[config.mk]
export PLATFORM = sky130hd
export DESIGN_NAME = ksa
export DESIGN_NICKNAME = d
export VERILOG_FILES = /design/src/rtl/ksa_pkg.sv /design/src/rtl/ksa.sv
export SDC_FILE = /design/constraint.sdc
export NUM_CORES = 1
export LEC_CHECK = 0
export CORE_UTILIZATION = 55
export DETAILED_ROUTE_END_ITERATION = 10
export HOLD_SLACK_MARGIN = 0.12
export PLACE_DENSITY = 0.82
export SYNTH_ARGS = -nofsm -noshare
export SYNTH_HDL_FRONTEND = slang
export SYNTH_SLANG_ARGS = --single-unit
export TNS_END_PERCENT = 5
[constraint.sdc]
create_clock -name clk -period 6.5 [get_ports clk]
set_input_delay 1.3 -clock clk [delete_from_list [all_inputs] [get_ports clk]]
set_output_delay 1.3 -clock clk [all_outputs]
set_load 0.01 [all_outputs]
[src/rtl/ksa_pkg.sv]
// ksa_pkg -- shared types and constants for the RC4 key-scheduling engine.
//   state_e   : FSM state encoding used by ksa
//   KEY_BYTES : number of key bytes cycled through by the key counter
//   S_SIZE    : number of entries in the external S memory
//   key_byte  : selects one byte of the 24-bit key by counter value
package ksa_pkg;

   localparam int KEY_BYTES = 3;
   localparam int S_SIZE    = 256;

   typedef enum logic [2:0] {
      IDLE,
      RD_I,
      WT_I,
      RD_J,
      WT_J,
      WR_I,
      WR_J
   } state_e;

   // Byte 0 is the most significant byte of the key word.
   function automatic logic [7:0] key_byte(input logic [23:0] k, input logic [1:0] idx);
      logic [7:0] b;
      case (idx)
         2'd0:    b = k[23:16];
         2'd1:    b = k[15:8];
         default: b = k[7:0];
      endcase
      return b;
   endfunction

endpackage

[src/rtl/ksa.sv]
// ksa -- RC4 key-scheduling pass over an externally initialised 256-byte
// S memory. One swap iteration takes six cycles: read S[i], wait, read S[j],
// wait, write S[i]<=S[j], write S[j]<=S[i].
//   clk     : clock, rising edge
//   rst_n   : asynchronous active-low reset
//   en      : start request, honoured only while rdy=1
//   rdy     : idle and able to accept en
//   key     : 24-bit key, latched when a run is accepted
//   addr    : S-memory address
//   rddata  : S-memory read data, valid the cycle after addr (wren=0)
//   wrdata  : S-memory write data (0 outside write states)
//   wren    : S-memory write enable
module ksa
   import ksa_pkg::*;
(
   input  logic        clk,
   input  logic        rst_n,
   input  logic        en,
   output logic        rdy,
   input  logic [23:0] key,
   output logic [7:0]  addr,
   input  logic [7:0]  rddata,
   output logic [7:0]  wrdata,
   output logic        wren
);

   state_e      state_q, state_d;
   logic [7:0]  i_q, i_d;
   logic [7:0]  j_q, j_d;
   logic [1:0]  kidx_q, kidx_d;
   logic [7:0]  si_q, si_d;
   logic [7:0]  sj_q, sj_d;
   logic [23:0] key_q, key_d;

   always_ff @(posedge clk or negedge rst_n) begin
      if (!rst_n) begin
         state_q <= IDLE;
         i_q     <= '0;
         j_q     <= '0;
         kidx_q  <= '0;
         si_q    <= '0;
         sj_q    <= '0;
         key_q   <= '0;
      end else begin
         state_q <= state_d;
         i_q     <= i_d;
         j_q     <= j_d;
         kidx_q  <= kidx_d;
         si_q    <= si_d;
         sj_q    <= sj_d;
         key_q   <= key_d;
      end
   end

   // Next-state and datapath updates.
   always_comb begin
      state_d = state_q;
      i_d     = i_q;
      j_d     = j_q;
      kidx_d  = kidx_q;
      si_d    = si_q;
      sj_d    = sj_q;
      key_d   = key_q;
      case (state_q)
         IDLE: begin
            if (en) begin
               state_d = RD_I;
               i_d     = '0;
               j_d     = '0;
               kidx_d  = '0;
               key_d   = key;
            end
         end
         RD_I: state_d = WT_I;
         WT_I: begin
            // 8-bit sum wraps modulo 256 by construction.
            si_d    = rddata;
            j_d     = j_q + rddata + key_byte(key_q, kidx_q);
            state_d = RD_J;
         end
         RD_J: state_d = WT_J;
         WT_J: begin
            sj_d    = rddata;
            state_d = WR_I;
         end
         WR_I: state_d = WR_J;
         WR_J: begin
            if (i_q == 8'(S_SIZE - 1)) begin
               state_d = IDLE;
            end else begin
               i_d     = i_q + 8'd1;
               // Cycles 0,1,2 so i mod 3 needs no divider.
               kidx_d  = (kidx_q == 2'(KEY_BYTES - 1)) ? 2'd0 : kidx_q + 2'd1;
               state_d = RD_I;
            end
         end
         default: state_d = IDLE;
      endcase
   end

   // Moore outputs: decoded from registered state only. When i=j the two
   // writes hit the same address with si=sj, so no special case is needed.
   always_comb begin
      rdy    = 1'b0;
      wren   = 1'b0;
      addr   = '0;
      wrdata = '0;
      case (state_q)
         IDLE: rdy = 1'b1;
         RD_I, WT_I: addr = i_q;
         RD_J, WT_J: addr = j_q;
         WR_I: begin
            addr   = i_q;
            wrdata = sj_q;
            wren   = 1'b1;
         end
         WR_J: begin
            addr   = j_q;
            wrdata = si_q;
            wren   = 1'b1;
         end
         default: ;
      endcase
   end

endmodule

==> results.sh <==
export IMPL_outcome="completed"
export IMPL_ys_seq_elements=61
export IMPL_htreeDepth=3
export IMPL_final_area_sq_um=4100
export IMPL_synth_fp_nets=419
export IMPL_dp_cells=470
export IMPL_hold_viol_final=0
export IMPL_arrival_ps=3060
export IMPL_slew_viol_final=0
export IMPL_grt_start_max_net_pins=62
export IMPL_async_reset_ff_frac=1.00
export IMPL_core_region_area_sq_um=5680
export IMPL_p_leak_nw=1.87
export IMPL_yosys_cell_count_top_type="nand2_1"
export IMPL_cts_setup_buffers=0
export IMPL_ant_nets=0
export IMPL_io_pins=53
export IMPL_layoutNonFillerInstCount=486
export IMPL_tns_ps=0
export IMPL_gp_congestion=0.880
export IMPL_wl_microns=7140
export IMPL_worst_pin_slew_ps=1240
export IMPL_dr_pass1_iters=7
export IMPL_placed_cell_area_sq_um=3850
export IMPL_avgSynthCellArea_sq_um=9.03
export IMPL_min_path_type="reg -> reg"
export IMPL_cts_root_buffer="clkbuf_8"
export IMPL_finalPower_mw=2.06
export IMPL_grt_ovfl_total=0
export IMPL_drt_initial_drc_count=202
export IMPL_cp_max_fo=18
export IMPL_cts_buffers=9
export IMPL_ys_flop_type="dfrtp_1"
export IMPL_yosys_warnings=0
export IMPL_synth_cell_type_count=35
export IMPL_relSlewSlack=0.172
export IMPL_peakVddDrop_uv=277
export IMPL_synth_largest_area_cell="dfrtp_1"
export IMPL_period_share=0.671
export IMPL_power_density_nw_per_um2=501
export IMPL_ctsResizeCount=0
export IMPL_min_period_ps=4360
export IMPL_fin_skew_ps=6.00
export IMPL_n_antenna_cell=0
export IMPL_synth_seq_area_share=0.458
export IMPL_synth_area_sq_um=3330
export IMPL_viasPerCell=5.50
export IMPL_netlist_instances=369
export IMPL_syn_to_final_growth_pct=23.2
export IMPL_ys_top_cells_by_count="nand2_1, dfrtp_1, o21ai_0"
export IMPL_drive_gt1_frac=0.0604
export IMPL_ys_top_cells_by_area="dfrtp_1, nand2_1, mux2i_1, fa_1, o21ai_0"
export IMPL_clock_sinks=61
export IMPL_endpoint_kind="output port"
export IMPL_dieArea_sq_um=6370
export IMPL_grt_pass1_vias=2618
export IMPL_drc=0
export IMPL_layout_nets=459
export IMPL_clock_latency_ps=330
export IMPL_path_clk_slew_ps=60
export IMPL_rsz0062_at_grt="false"
export IMPL_timing_hold_ws_ps=475
export IMPL_fp_dieW_microns=79.8
export IMPL_die_h_microns=79.8
export IMPL_cts_tree="done"
export IMPL_place_hpwl_microns=4950
export IMPL_synth_edf_count=0
export IMPL_synth_top_area_frac=0.458
export IMPL_fmax_ghz=0.229
export IMPL_antenna_found_initial=0
export IMPL_rows=27
export IMPL_start_kind="flop"
export IMPL_ctsHoldBuffers=0
export IMPL_clockBufferDepth=2
export IMPL_preCtsSetupSlack_ps=2550
export IMPL_post_route_util=0.723
export IMPL_grt_pass1_wl_microns=12100
export IMPL_setup_ws_ps=2140
export IMPL_initial_core_util=0.587
export IMPL_finalSetupViolCount=0
export IMPL_crit_type="reg -> out"
export IMPL_max_cap_viol_count=0
export IMPL_grt_usage=0.252
export IMPL_port_buffers=52
export IMPL_worstPathRequired_ps=5200
export IMPL_via_count=2674
export IMPL_wl_per_cell_microns=14.7
[worst paths after layout]
check                      startpoint    endpoint  slack [ps]  cells past startpoint
max                        state_q[0]   wrdata[6]        2140                      4
min                          key_q[3]    key_q[3]         480                      2
max reg2reg                 kidx_q[0]      j_q[7]        3420                     11
min reg2reg                  key_q[3]    key_q[3]         480                      2
max in group asynchronous       rst_n   key_q[21]        4880                      2
min in group asynchronous       rst_n  state_q[2]        1110                      2
[final cells by class]
cell class	count	area [sq um]
Fill cell	415	1570
Clock inverter	4	120
Inverter	6	22.5
Timing Repair Buffer	53	523
Sequential cell	61	1530
Multi-Input combinational cell	278	1690
Tap cell	72	90.1
Clock buffer	12	135
[cell families after synthesis]
logic type      count (synthesis)  synth area share
simple gates                  171             0.219
flops                          61             0.458
compound gates                 57             0.109
buf+inv                        30            0.0353
mux                            25            0.0781
fa+ha+maj                      15            0.0744
xor+xnor                       10            0.0263
[cell usage in the layout (no fill, tap or decap), drive strengths merged, types with 8 or more instances in the layout]
cell type        n
mux2i           17
o21ai           25
a22oi           16
clkdlybuf4s50   51
nand3           12
nor2            12
fa               8
dfrtp           61
xnor2            8
nor2b           13
clkbuf          12
nand2          118
mux2             8
[power by group]
| part | switching, mW | internal [mW] | total (mW) |
|---|---|---|---|
| clock network | 0.144 | 0.294 | 0.438 |
| registers | 0.156 | 0.538 | 0.694 |
| logic | 0.481 | 0.443 | 0.924 |
[worst max-delay path, stage by stage, from the launching register on]
cell and delay, ps:
dfrtp_1 720, nor2b_1 1040, a22oi_1 240, nor2b_1 180
clkdlybuf4s50_1 550
[routing by layer]
layer  share of wire  track usage
met5               0            0
met4           0.022        0.120
met3           0.040       0.0457
met2            0.48        0.397
met1            0.46        0.335
[state kept, by name, indices dropped and copies added (netlist names)]
register,count
i_q,8
j_q,8
key_q,24
si_q,8
state_q,3
kidx_q,2
sj_q,8
No activity file was read; power rests on OpenSTA's default activity.
